**src/rtl/cam_pkg.sv**
```systemverilog
// Shared definitions for the camera receive path: FSM states, frame geometry
// defaults and the pixel-pair bit layout used by the frame buffer words.
package cam_pkg;

    typedef enum logic [2:0] {
        ST_IDLE      = 3'd0,
        ST_VSYNC     = 3'd1,
        ST_WAIT_LINE = 3'd2,
        ST_LINE      = 3'd3,
        ST_DONE      = 3'd4
    } cam_state_e;

    localparam int DEF_WIDTH       = 12;
    localparam int DEF_TRUELINE    = 1080;
    localparam int DEF_TRUEPIXEL   = 1920;
    localparam int WORDS_PER_LINE  = DEF_TRUEPIXEL / 2;
    localparam int WORDS_PER_FRAME = DEF_TRUELINE * DEF_TRUEPIXEL / 2;

    // Slot index of each pixel inside a packed word: first pixel lands in the upper half.
    localparam int FIRST_PIX_SLOT  = 1;
    localparam int SECOND_PIX_SLOT = 0;

    function automatic int words_per_frame(input int lines, input int pixels);
        return (lines * pixels) / 2;
    endfunction

endpackage

```
**src/rtl/cam_pix_pack.sv**
```systemverilog
// Pixel-pair packer: holds the even pixel of each pair and emits a packed word on
// the odd pixel, or a zero-padded flush word at the end of an odd-length line.
module cam_pix_pack
    import cam_pkg::*;
#(
    parameter int WIDTH = 12
) (
    input  logic               iclk,
    input  logic               rst_n,
    input  logic               clear,
    input  logic [WIDTH-1:0]   pix,
    input  logic               pix_valid,
    input  logic               line_end,
    output logic [2*WIDTH-1:0] word,
    output logic               strobe
);

    logic [WIDTH-1:0] hold_r;
    logic             phase_r;

    // Half-word hold register and pair phase
    always_ff @(posedge iclk or negedge rst_n) begin
        if (!rst_n) begin
            hold_r  <= {WIDTH{1'b0}};
            phase_r <= 1'b0;
        end else if (clear) begin
            hold_r  <= {WIDTH{1'b0}};
            phase_r <= 1'b0;
        end else if (pix_valid) begin
            if (!phase_r) begin
                hold_r <= pix;
            end else begin
                hold_r <= hold_r;
            end
            phase_r <= ~phase_r;
        end else if (line_end) begin
            phase_r <= 1'b0;
        end else begin
            phase_r <= phase_r;
        end
    end

    // Word assembly; a pending half at line end is flushed with a zero low half
    always_comb begin
        word   = {(2*WIDTH){1'b0}};
        strobe = 1'b0;
        if (clear) begin
            strobe = 1'b0;
        end else if (pix_valid) begin
            strobe = phase_r;
            word[FIRST_PIX_SLOT*WIDTH +: WIDTH]  = hold_r;
            word[SECOND_PIX_SLOT*WIDTH +: WIDTH] = pix;
        end else if (line_end) begin
            strobe = phase_r;
            word[FIRST_PIX_SLOT*WIDTH +: WIDTH]  = hold_r;
            word[SECOND_PIX_SLOT*WIDTH +: WIDTH] = {WIDTH{1'b0}};
        end else begin
            strobe = 1'b0;
        end
    end

endmodule

```
**src/rtl/cam_rx_packer.sv**
```systemverilog
// Camera receive framer: registers sync/line_valid/data, tracks frame and line
// geometry, and drives a word-addressed write stream of packed pixel pairs.
module cam_rx_packer
    import cam_pkg::*;
#(
    parameter int WIDTH     = 12,
    parameter int TRUELINE  = 1080,
    parameter int TRUEPIXEL = 1920,
    parameter int ADDR_W    = 20
) (
    input  logic               iclk,
    input  logic               rst_n,
    input  logic               sync_i,
    input  logic               line_valid_i,
    input  logic [WIDTH-1:0]   data_i,
    output logic               wr_en,
    output logic [ADDR_W-1:0]  wr_addr,
    output logic [2*WIDTH-1:0] wr_data,
    output logic               frame_start,
    output logic               frame_done,
    output logic [10:0]        line_idx,
    output logic               err_line_len,
    output logic               err_frame_lines
);

    localparam int WC_W  = ADDR_W + 1;
    localparam int CNT_W = 16;
    localparam logic [WC_W-1:0]  WPF_C        = WC_W'(words_per_frame(TRUELINE, TRUEPIXEL));
    localparam logic [CNT_W-1:0] TRUEPIXEL_C  = CNT_W'(TRUEPIXEL);
    localparam logic [10:0]      LAST_LINE_C  = 11'(TRUELINE - 1);

    logic               sync_r, sync_d_r, lv_r, lv_d_r;
    logic [WIDTH-1:0]   data_r;
    logic               sync_rise_s, lv_rise_s, last_line_s;

    cam_state_e         state_r, state_s;
    logic               start_s, restart_s, accept_s, line_end_s, done_s, defer_s;
    logic               done_late_r;

    logic [2*WIDTH-1:0] pack_word_s;
    logic               pack_stb_s;

    logic [CNT_W-1:0]   pix_cnt_r;
    logic [WC_W-1:0]    wcnt_r;
    logic               wr_en_r, frame_start_r, frame_done_r;
    logic               err_line_len_r, err_frame_lines_r;
    logic [ADDR_W-1:0]  wr_addr_r;
    logic [2*WIDTH-1:0] wr_data_r;
    logic [10:0]        line_idx_r;

    // Input capture plus one extra stage for edge detection
    always_ff @(posedge iclk or negedge rst_n) begin
        if (!rst_n) begin
            sync_r   <= 1'b0;
            sync_d_r <= 1'b0;
            lv_r     <= 1'b0;
            lv_d_r   <= 1'b0;
            data_r   <= {WIDTH{1'b0}};
        end else begin
            sync_r   <= sync_i;
            sync_d_r <= sync_r;
            lv_r     <= line_valid_i;
            lv_d_r   <= lv_r;
            data_r   <= data_i;
        end
    end

    assign sync_rise_s = sync_r & ~sync_d_r;
    assign lv_rise_s   = lv_r & ~lv_d_r;
    assign last_line_s = (line_idx_r == LAST_LINE_C);

    // FSM state register
    always_ff @(posedge iclk or negedge rst_n) begin
        if (!rst_n) begin
            state_r <= ST_IDLE;
        end else begin
            state_r <= state_s;
        end
    end

    // Next state and per-cycle control strobes
    always_comb begin
        state_s    = state_r;
        start_s    = 1'b0;
        restart_s  = 1'b0;
        accept_s   = 1'b0;
        line_end_s = 1'b0;
        done_s     = 1'b0;
        defer_s    = 1'b0;
        case (state_r)
            ST_IDLE: begin
                if (sync_rise_s) begin
                    start_s = 1'b1;
                    state_s = ST_VSYNC;
                end else begin
                    state_s = ST_IDLE;
                end
            end
            ST_VSYNC: begin
                if (!sync_r) begin
                    state_s = ST_WAIT_LINE;
                end else begin
                    state_s = ST_VSYNC;
                end
            end
            ST_WAIT_LINE: begin
                if (sync_rise_s) begin
                    start_s   = 1'b1;
                    restart_s = 1'b1;
                    state_s   = ST_VSYNC;
                end else if (lv_rise_s) begin
                    accept_s = 1'b1;
                    state_s  = ST_LINE;
                end else begin
                    state_s = ST_WAIT_LINE;
                end
            end
            ST_LINE: begin
                if (sync_rise_s) begin
                    start_s   = 1'b1;
                    restart_s = 1'b1;
                    state_s   = ST_VSYNC;
                end else if (lv_r) begin
                    accept_s = 1'b1;
                    state_s  = ST_LINE;
                end else begin
                    // line_valid fell; an odd line emits its flush word this edge,
                    // so frame_done waits one cycle longer in that case
                    line_end_s = 1'b1;
                    if (last_line_s) begin
                        done_s  = ~pix_cnt_r[0];
                        defer_s = pix_cnt_r[0];
                        state_s = ST_DONE;
                    end else begin
                        state_s = ST_WAIT_LINE;
                    end
                end
            end
            ST_DONE: begin
                done_s  = done_late_r;
                state_s = ST_IDLE;
            end
            default: begin
                state_s = ST_IDLE;
            end
        endcase
    end

    cam_pix_pack #(
        .WIDTH(WIDTH)
    ) u_pack (
        .iclk      (iclk),
        .rst_n     (rst_n),
        .clear     (start_s),
        .pix       (data_r),
        .pix_valid (accept_s),
        .line_end  (line_end_s),
        .word      (pack_word_s),
        .strobe    (pack_stb_s)
    );

    // Counters, error flags and registered write port
    always_ff @(posedge iclk or negedge rst_n) begin
        if (!rst_n) begin
            wr_en_r           <= 1'b0;
            wr_addr_r         <= {ADDR_W{1'b0}};
            wr_data_r         <= {(2*WIDTH){1'b0}};
            wcnt_r            <= {WC_W{1'b0}};
            pix_cnt_r         <= {CNT_W{1'b0}};
            line_idx_r        <= 11'd0;
            frame_start_r     <= 1'b0;
            frame_done_r      <= 1'b0;
            done_late_r       <= 1'b0;
            err_line_len_r    <= 1'b0;
            err_frame_lines_r <= 1'b0;
        end else begin
            wr_en_r       <= 1'b0;
            frame_start_r <= start_s;
            frame_done_r  <= done_s;
            done_late_r   <= defer_s;
            if (start_s) begin
                wr_addr_r         <= {ADDR_W{1'b0}};
                wcnt_r            <= {WC_W{1'b0}};
                pix_cnt_r         <= {CNT_W{1'b0}};
                line_idx_r        <= 11'd0;
                err_line_len_r    <= 1'b0;
                err_frame_lines_r <= restart_s;
            end else begin
                // Words past the end of the frame buffer are dropped and flagged
                if (pack_stb_s) begin
                    if (wcnt_r < WPF_C) begin
                        wr_en_r   <= 1'b1;
                        wr_addr_r <= wcnt_r[ADDR_W-1:0];
                        wr_data_r <= pack_word_s;
                        wcnt_r    <= wcnt_r + WC_W'(1);
                    end else begin
                        err_line_len_r <= 1'b1;
                    end
                end
                if (accept_s) begin
                    if (pix_cnt_r != {CNT_W{1'b1}}) begin
                        pix_cnt_r <= pix_cnt_r + 16'd1;
                    end
                end
                if (line_end_s) begin
                    pix_cnt_r <= {CNT_W{1'b0}};
                    if (pix_cnt_r != TRUEPIXEL_C) begin
                        err_line_len_r <= 1'b1;
                    end
                    if (!last_line_s) begin
                        line_idx_r <= line_idx_r + 11'd1;
                    end
                end
            end
        end
    end

    assign wr_en           = wr_en_r;
    assign wr_addr         = wr_addr_r;
    assign wr_data         = wr_data_r;
    assign frame_start     = frame_start_r;
    assign frame_done      = frame_done_r;
    assign line_idx        = line_idx_r;
    assign err_line_len    = err_line_len_r;
    assign err_frame_lines = err_frame_lines_r;

endmodule

```
**config.mk**
```make
export PLATFORM = sky130hd
export DESIGN_NAME = cam_rx_packer
export DESIGN_NICKNAME = d
export VERILOG_FILES = /design/src/rtl/cam_pkg.sv /design/src/rtl/cam_pix_pack.sv /design/src/rtl/cam_rx_packer.sv
export SDC_FILE = /design/constraint.sdc
export NUM_CORES = 1
export LEC_CHECK = 0
export ABC_CLOCK_PERIOD_IN_PS = 4300
export CORE_ASPECT_RATIO = 1.2
export CORE_MARGIN = 2
export CORE_UTILIZATION = 45
export DETAILED_ROUTE_END_ITERATION = 6
export GPL_TIMING_DRIVEN = 0
export HOLD_SLACK_MARGIN = 0.08
export PLACE_DENSITY = 0.69
export SETUP_SLACK_MARGIN = 0.05
export SLEW_MARGIN = 10
export SYNTH_ARGS = -nofsm -noshare
export SYNTH_HDL_FRONTEND = slang
export SYNTH_SLANG_ARGS = --single-unit
```
**constraint.sdc**
```tcl
create_clock -name iclk -period 4.3 [get_ports iclk]
set_input_delay 0.86 -clock iclk [delete_from_list [all_inputs] [get_ports iclk]]
set_output_delay 0.86 -clock iclk [all_outputs]
set_load 0.01 [all_outputs]
```
==> results of run 1 <==
## worst reg2reg max path, stage by stage, from the launching register on
cell and delay (ps):
dfrtp_1 350, buf_2 170, and2b_1 340, o2111ai_2 300
or2_1 300, buf_2 150, buf_6 150, clkbuf_1 280
nand2_1 160, nand2_1 60
## cells in the mapped netlist (all sizes together), types with 10 or more instances
master,instances
a21oi,16
nand2,133
inv,12
nand3,65
dfrtp,130
buf,22
xnor2,11
nor2,37
nand4,15
nor4,10
o21ai,38
## power groups by stage
stage          registers (mW)  clock network [mW]  logic, mW
2_1_floorplan            1.48                   0      0.272
3_3_place_gp             1.47                   0      0.532
3_5_place_dp             1.48                   0      0.547
4_1_cts                  1.46                1.43      0.554
5_1_grt                  1.48                1.49      0.609
6_report                 1.46                1.41      0.546
## layer usage
metal | track usage [%] | vias to the layer above | wire, um
met1 | 26.17 | 2300 | 5753
met5 | 0 | - | 0
met4 | 6.341 | 0 | 195
li1 | - | 2254 | -
met2 | 34.33 | 98 | 6673
met3 | 4.881 | 18 | 496
## final cells by class
cell class,count,share of cell area [%]
Multi-Input combinational cell,420,31.36
Inverter,13,0.6832
Buffer,31,2.118
Timing Repair Buffer,76,10.64
Tap cell,164,2.801
Clock inverter,14,2.135
Clock buffer,18,5.858
Sequential cell,130,44.41
## state kept, by name, indices dropped and copies added, names as in the netlist, 3 cells and up
signal / count
wr_data: 24
wcnt_r: 21
wr_addr: 20
pix_cnt_r: 16
data_r: 12
u_pack.hold_r: 12
line_idx: 11
state_r: 3
## metrics by stage
| step | instances | hold WS (ps) | util (%) |
|---|---|---|---|
| after floorplan | 594 | 374.8 | - |
| after global placement | 833 | 422.0 | 53.45 |
| after detailed placement | 834 | 434.6 | 53.68 |
| after CTS | 866 | 403.0 | 58.35 |
| after global routing | 866 | 414.4 | 58.35 |
| final | 866 | 383.7 | 58.35 |
## cell families after synthesis
logic type	after synthesis	synth area share, %
and+or+nand+nor	312	25.91
DFF	130	56.52
AOI/OAI and AO/OA	84	9.935
buffers and inverters	44	3.565
xor gates and xnor gates	14	2.130
muxes	6	1.065
adders and majority gates	4	0.8696
## worst min path at each step
| stage | start | cells after the start | slack (ps) | end |
|---|---|---|---|---|
| after detailed placement | sync_r | 0 | 430 | sync_d_r |
| final | rst_n | 1 | 380 | line_idx[5] |
| after global routing | rst_n | 1 | 410 | line_idx[9] |
| after global placement | sync_r | 0 | 420 | sync_d_r |
| after CTS | rst_n | 1 | 400 | line_idx[5] |
| after floorplan | sync_r | 0 | 370 | sync_d_r |
==> results by group, run 1 <==
Synth
  • Synth Flop Type: dfrtp_1
  • Syn Area/Cell: 9.689 um2
  • Top cells by area, synth: dfrtp_1 (57%), nand2_1 (8.7%), nand3_1 (5.6%)
  • Post-synth top area share: 56.52%
  • #FFs+latches synth: 130
  • Cell count after synthesis: between 500 and 600
  • Sequential area share after synthesis: 56.52%
  • Ys async rst share: 100.0%
  • Number of synthesized flops with an enable pin: 0
  • Synthesized Nets: 614
  • Cell taking the most area after synthesis: dfrtp_1
  • Post-Synthesis Cell Area: 5756 um2
  • Synth warn: 0
  • Synth cell types: 56

Pwr
  • Reg power frac: 42.7%
  • Sw Ratio: 28.44%
  • Cell internal pwr: 2.446 mW
  • Worst VDD drop: 0.0003148 V
  • PwrDens: between 400 and 500 nW/um2
  • LEAKAGE: between 3 and 4 nW
  • Clock Power Share: about two fifths
  • Pwr Total: roughly 3.4 mW
  • Logic pwr share: 16.0%
  • Net switching power: 0.9722 mW

Critical path
  • CP endpoint kind: flop
  • Reg2Reg Depth: 9
  • End of the worst register-to-register path: wr_data[9]
  • CP Depth: 9
  • Setup CP Type: flop to flop
  • Family with the most delay on the worst path: simple AND/OR/NAND/NOR gates
  • Crit-path cells: buf_2, and2b_1, o2111ai_2, or2_1, buf_2, buf_6, clkbuf_1, nand2_1, nand2_1
  • Buf+Inv Stages, Crit Path: 4
  • CP startpoint: state_r[2]
  • R2r startpoint: state_r[2]
  • CP Launch Type: flop
  • Setup crit end: wr_data[9]
  • Slowest stage cell, crit path: dfrtp_1
  • CP Max Fanout: 10
  • Slowest stage delay, CP: 350 ps
  • Critical Path AT: ~2700 ps
  • Worst EP required: 4620 ps
  • Reg2Reg Setup Slack: 1950 ps

Layout
  • Area grow syn2layout: 27.28%
  • Final net count: 709
  • Commonest cells after routing, fill and taps aside: nand2_1 (133), dfrtp_1 (130), clkdlybuf4s50_1 (74), nand3_1 (64), nor2_1 (37)
  • Share of layout cells above drive strength 1: about a tenth
  • Fillers: 1076
  • Most common cell after layout, fill and taps aside: nand2_1
  • FF+latch area: 3253 um2
  • # diodes: 0
  • Fin area: roughly 7300 um2
  • Area of the multi-input gates: 2297 um2

Clock network
  • H-tree depth: 4
  • CTS tree: done
  • CTS max path bufs: 2
  • Cts hold-fix bufs: 0
  • Clock slew at reported path FFs: 60 ps
  • Post CTS Setup Buffer Count: 0
  • Post-CTS Resized: 0
  • Root Driver: clkbuf_16
  • CTS sink count: 130
  • CTS Buf Count: 17
  • Clk_lat worst skew: between 400 and 500 ps

Routing
  • Routed via count: 4670
  • DRT iter0 DRCs: 254
  • Antenna-violating nets left: 0
  • Drt total wl: 13120 um
  • Wirelength per Cell: 15.15 um
  • Post-route DRC: 0
  • Via density per instance: 5.393
  • Drt first pass iters: 5

Timing
  • Setup WS post-layout: between 1500 and 2000 ps
  • Max Clk Rate: 425.3 MHz
  • Hold Vio Cnt, Final: 0
  • Layout Skew: about 13 ps
  • Slew HR: a little over half
  • Final slew viol count: 0
  • Unrepaired setup endpoints after global routing: no
  • Final Setup Violations: 0
  • Final worst path period need: 2351 ps
  • Setup TNS: 0 ps
  • Fin crit share: 54.68%
  • Worst Tran Pin Value: 687.8 ps

Floorplanning
  • Die X: 107.2 um
  • Chip Height: 127.9 um
  • Starting Density: around 46%
  • I/O pins: 76
  • Core area: around 13000 um2
  • Placement Rows: between 40 and 50
  • Die ar.: roughly 14000 um2

Placed design
  • Detailed Place HPWL: around 9000 um
  • PortBufs: 75
  • Dpl cell area: around 6700 um2
  • DP Worst Slack: 1931 ps
  • Gp weighted congestion: 0.8281

Worst hold path
  • Hold/Removal Path Class: primary input to async pin

Global routing
  • Total track usage: 20.43%
  • Gr ovfl total: 0
  • First-pass GRT wire length: 22180 um
  • Initial antenna violation count: 0
  • Vias in the first global route: ~4600
  • Largest net degree at the start of global routing: 82

Outcome
  • Status: completed

Job
  • Max-Cap Viols: 0
Power figures use the tool's default switching activity.
==> run 2: changes to the inputs <==
--- a/config.mk
+++ b/config.mk
@@ -5,14 +5,14 @@
 export SDC_FILE = /design/constraint.sdc
 export NUM_CORES = 1
 export LEC_CHECK = 0
-export ABC_CLOCK_PERIOD_IN_PS = 4300
+export ABC_CLOCK_PERIOD_IN_PS = 1930
 export CORE_ASPECT_RATIO = 1.2
 export CORE_MARGIN = 2
 export CORE_UTILIZATION = 45
 export DETAILED_ROUTE_END_ITERATION = 6
 export GPL_TIMING_DRIVEN = 0
 export HOLD_SLACK_MARGIN = 0.08
-export PLACE_DENSITY = 0.69
+export PLACE_DENSITY = 0.72
 export SETUP_SLACK_MARGIN = 0.05
 export SLEW_MARGIN = 10
 export SYNTH_ARGS = -nofsm -noshare
==> constraint.sdc (replaced) <==
create_clock -name iclk -period 1.93 [get_ports iclk]
set_input_delay 0.386 -clock iclk [delete_from_list [all_inputs] [get_ports iclk]]
set_output_delay 0.386 -clock iclk [all_outputs]
set_load 0.01 [all_outputs]
==> results by group, run 2 (synthesized netlist as in run 1, its figures left out) <==
Outcome
  • Status: finished, violations left
  • Failing checks: negative setup slack

Clock network
  • CTS tree: done
  • CTS sink count: 130
  • Clock slew at reported path FFs: 60 ps
  • Root Driver: clkbuf_16
  • CTS max path bufs: 2
  • Clk_lat worst skew: 420 ps
  • CTS Buf Count: 17
  • H-tree depth: 4

Layout
  • Final net count: 779
  • Max FFs per register: 24
  • Final Util: 67.98%
  • Final non-filler cell total: 936
  • Area grow syn2layout: 48.30%
  • Fillers: between 800 and 900
  • Commonest cells after routing, fill and taps aside: nand2_1 (131), dfrtp_1 (118), clkdlybuf4s50_1 (73), buf_4 (61), nand3_1 (56)
  • # diodes: 0
  • Fin area: 8536 um2
  • Most common cell after layout, fill and taps aside: nand2_1
  • Share of layout cells above drive strength 1: around 28%
  • FF+latch area: 3268 um2
  • Area of the multi-input gates: about 2700 um2

Floorplanning
  • I/O pins: 76
  • Core area: 12560 um2
  • Die ar.: 13710 um2
  • Die X: between 100 and 150 um
  • Placement Rows: 45
  • Chip Height: 127.9 um
  • Starting Density: 45.84%

Critical path
  • Worst EP required: 2230 ps
  • R2r startpoint: wcnt_r[11]
  • Critical Path AT: 2300 ps
  • CP Launch Type: flop
  • Setup CP Type: flop to flop
  • CP Max Fanout: 5
  • CP startpoint: wcnt_r[11]
  • CP endpoint kind: flop

Job
  • Max-Cap Viols: 0

Placed design
  • Gp weighted congestion: 0.9005
  • Detailed Place HPWL: roughly 9000 um
  • Placed Cells incl. Taps: 834
  • PortBufs: between 70 and 80
  • Dpl cell area: 6775 um2
  • DP Worst Slack: -468.5 ps

Timing
  • Setup TNS: -345.7 ps
  • Final slew viol count: 0
  • Slew HR: 64.07%
  • Final worst path period need: 1998 ps
  • Setup WS post-layout: -67.75 ps
  • Final Setup Violations: 11
  • Hold Vio Cnt, Final: 0
  • Fin crit share: 103.5%
  • Max Clk Rate: 500.6 MHz
  • Layout Skew: 8.905 ps
  • Hold slack: 394.2 ps
  • Worst Tran Pin Value: 538.9 ps
  • Unrepaired setup endpoints after global routing: yes

Global routing
  • Vias in the first global route: 5163
  • Gr ovfl total: 0
  • Largest net degree at the start of global routing: between 70 and 80
  • Initial antenna violation count: 0
  • Total track usage: 22.66%
  • First-pass GRT wire length: approximately 25000 um

Worst hold path
  • Hold/Removal Path Class: primary input to flop
  • Hold Startpoint: data_i[4]

Pwr
  • PwrDens: 977.4 nW/um2
  • LEAKAGE: around 3.9 nW
  • Pwr Total: roughly 8.3 mW
  • Worst VDD drop: around 0.00060 V

Routing
  • Via density per instance: 5.589
  • DRT iter0 DRCs: 400
  • Antenna-violating nets left: 0
  • Drt total wl: around 16000 um
  • Wirelength per Cell: 16.88 um
  • Drt first pass iters: 5
  • Routed via count: 5231
  • Post-route DRC: 0
[run 2: what timing repair did]
item | CTS | global route
gates cloned | 2 | 3
hold buffers | 1 | 0
setup endpoints to repair | 107 | 110
hold endpoints to repair | 55 | 0
setup buffers | 41 | 25
resized for setup | 85 | 81
pin swaps | 26 | 32
[run 2: final timing paths]
kind                                 to  slack [ps]  cells past startpoint
max reg2reg                   wcnt_r[6]         -70                      7
max                           wcnt_r[6]         -70                      7
min reg2reg                 wr_data[14]         470                      2
min                           data_r[4]         390                      1
max in group asynchronous  pix_cnt_r[7]         690                      3
min in group asynchronous  line_idx[10]         490                      2
[run 2: cell type report]
cell class | count | area share, %
flip-flops and latches | 130 | 38.29
well taps | 164 | 2.404
plain buffers | 29 | 3.606
multi-input cells | 421 | 31.44
clock buffers | 18 | 5.145
clock inverters | 14 | 1.818
repair buffers | 147 | 16.58
inverters | 13 | 0.7183
[run 2: per-layer routing]
layer | part of all wire [%] | routed length (um) | track usage [%] | vias to the layer above
li1 | - | - | - | 2403
met1 | 40 | 6298 | 27.77 | 2608
met2 | 53 | 8308 | 38.42 | 186
met3 | 5.3 | 837 | 5.643 | 34
met4 | 2.3 | 360 | 8.785 | 0
met5 | 0 | 0 | 0 | -
[run 2: power by group]
group,switching [mW],total [mW],leakage (nW),internal [mW]
Sequential,0.221,3.24,1.74,3.02
Clock,1.27,3.22,0.281,1.95
Combinational,0.957,1.88,1.84,0.923
[run 2: critical path, stage by stage (launching register included)]
cell      delay (ps)
dfrtp_1          380
o31a_1           300
o2111a_2         300
or2_1            230
buf_6            160
buf_8            140
o311ai_4         260
o41ai_2          110
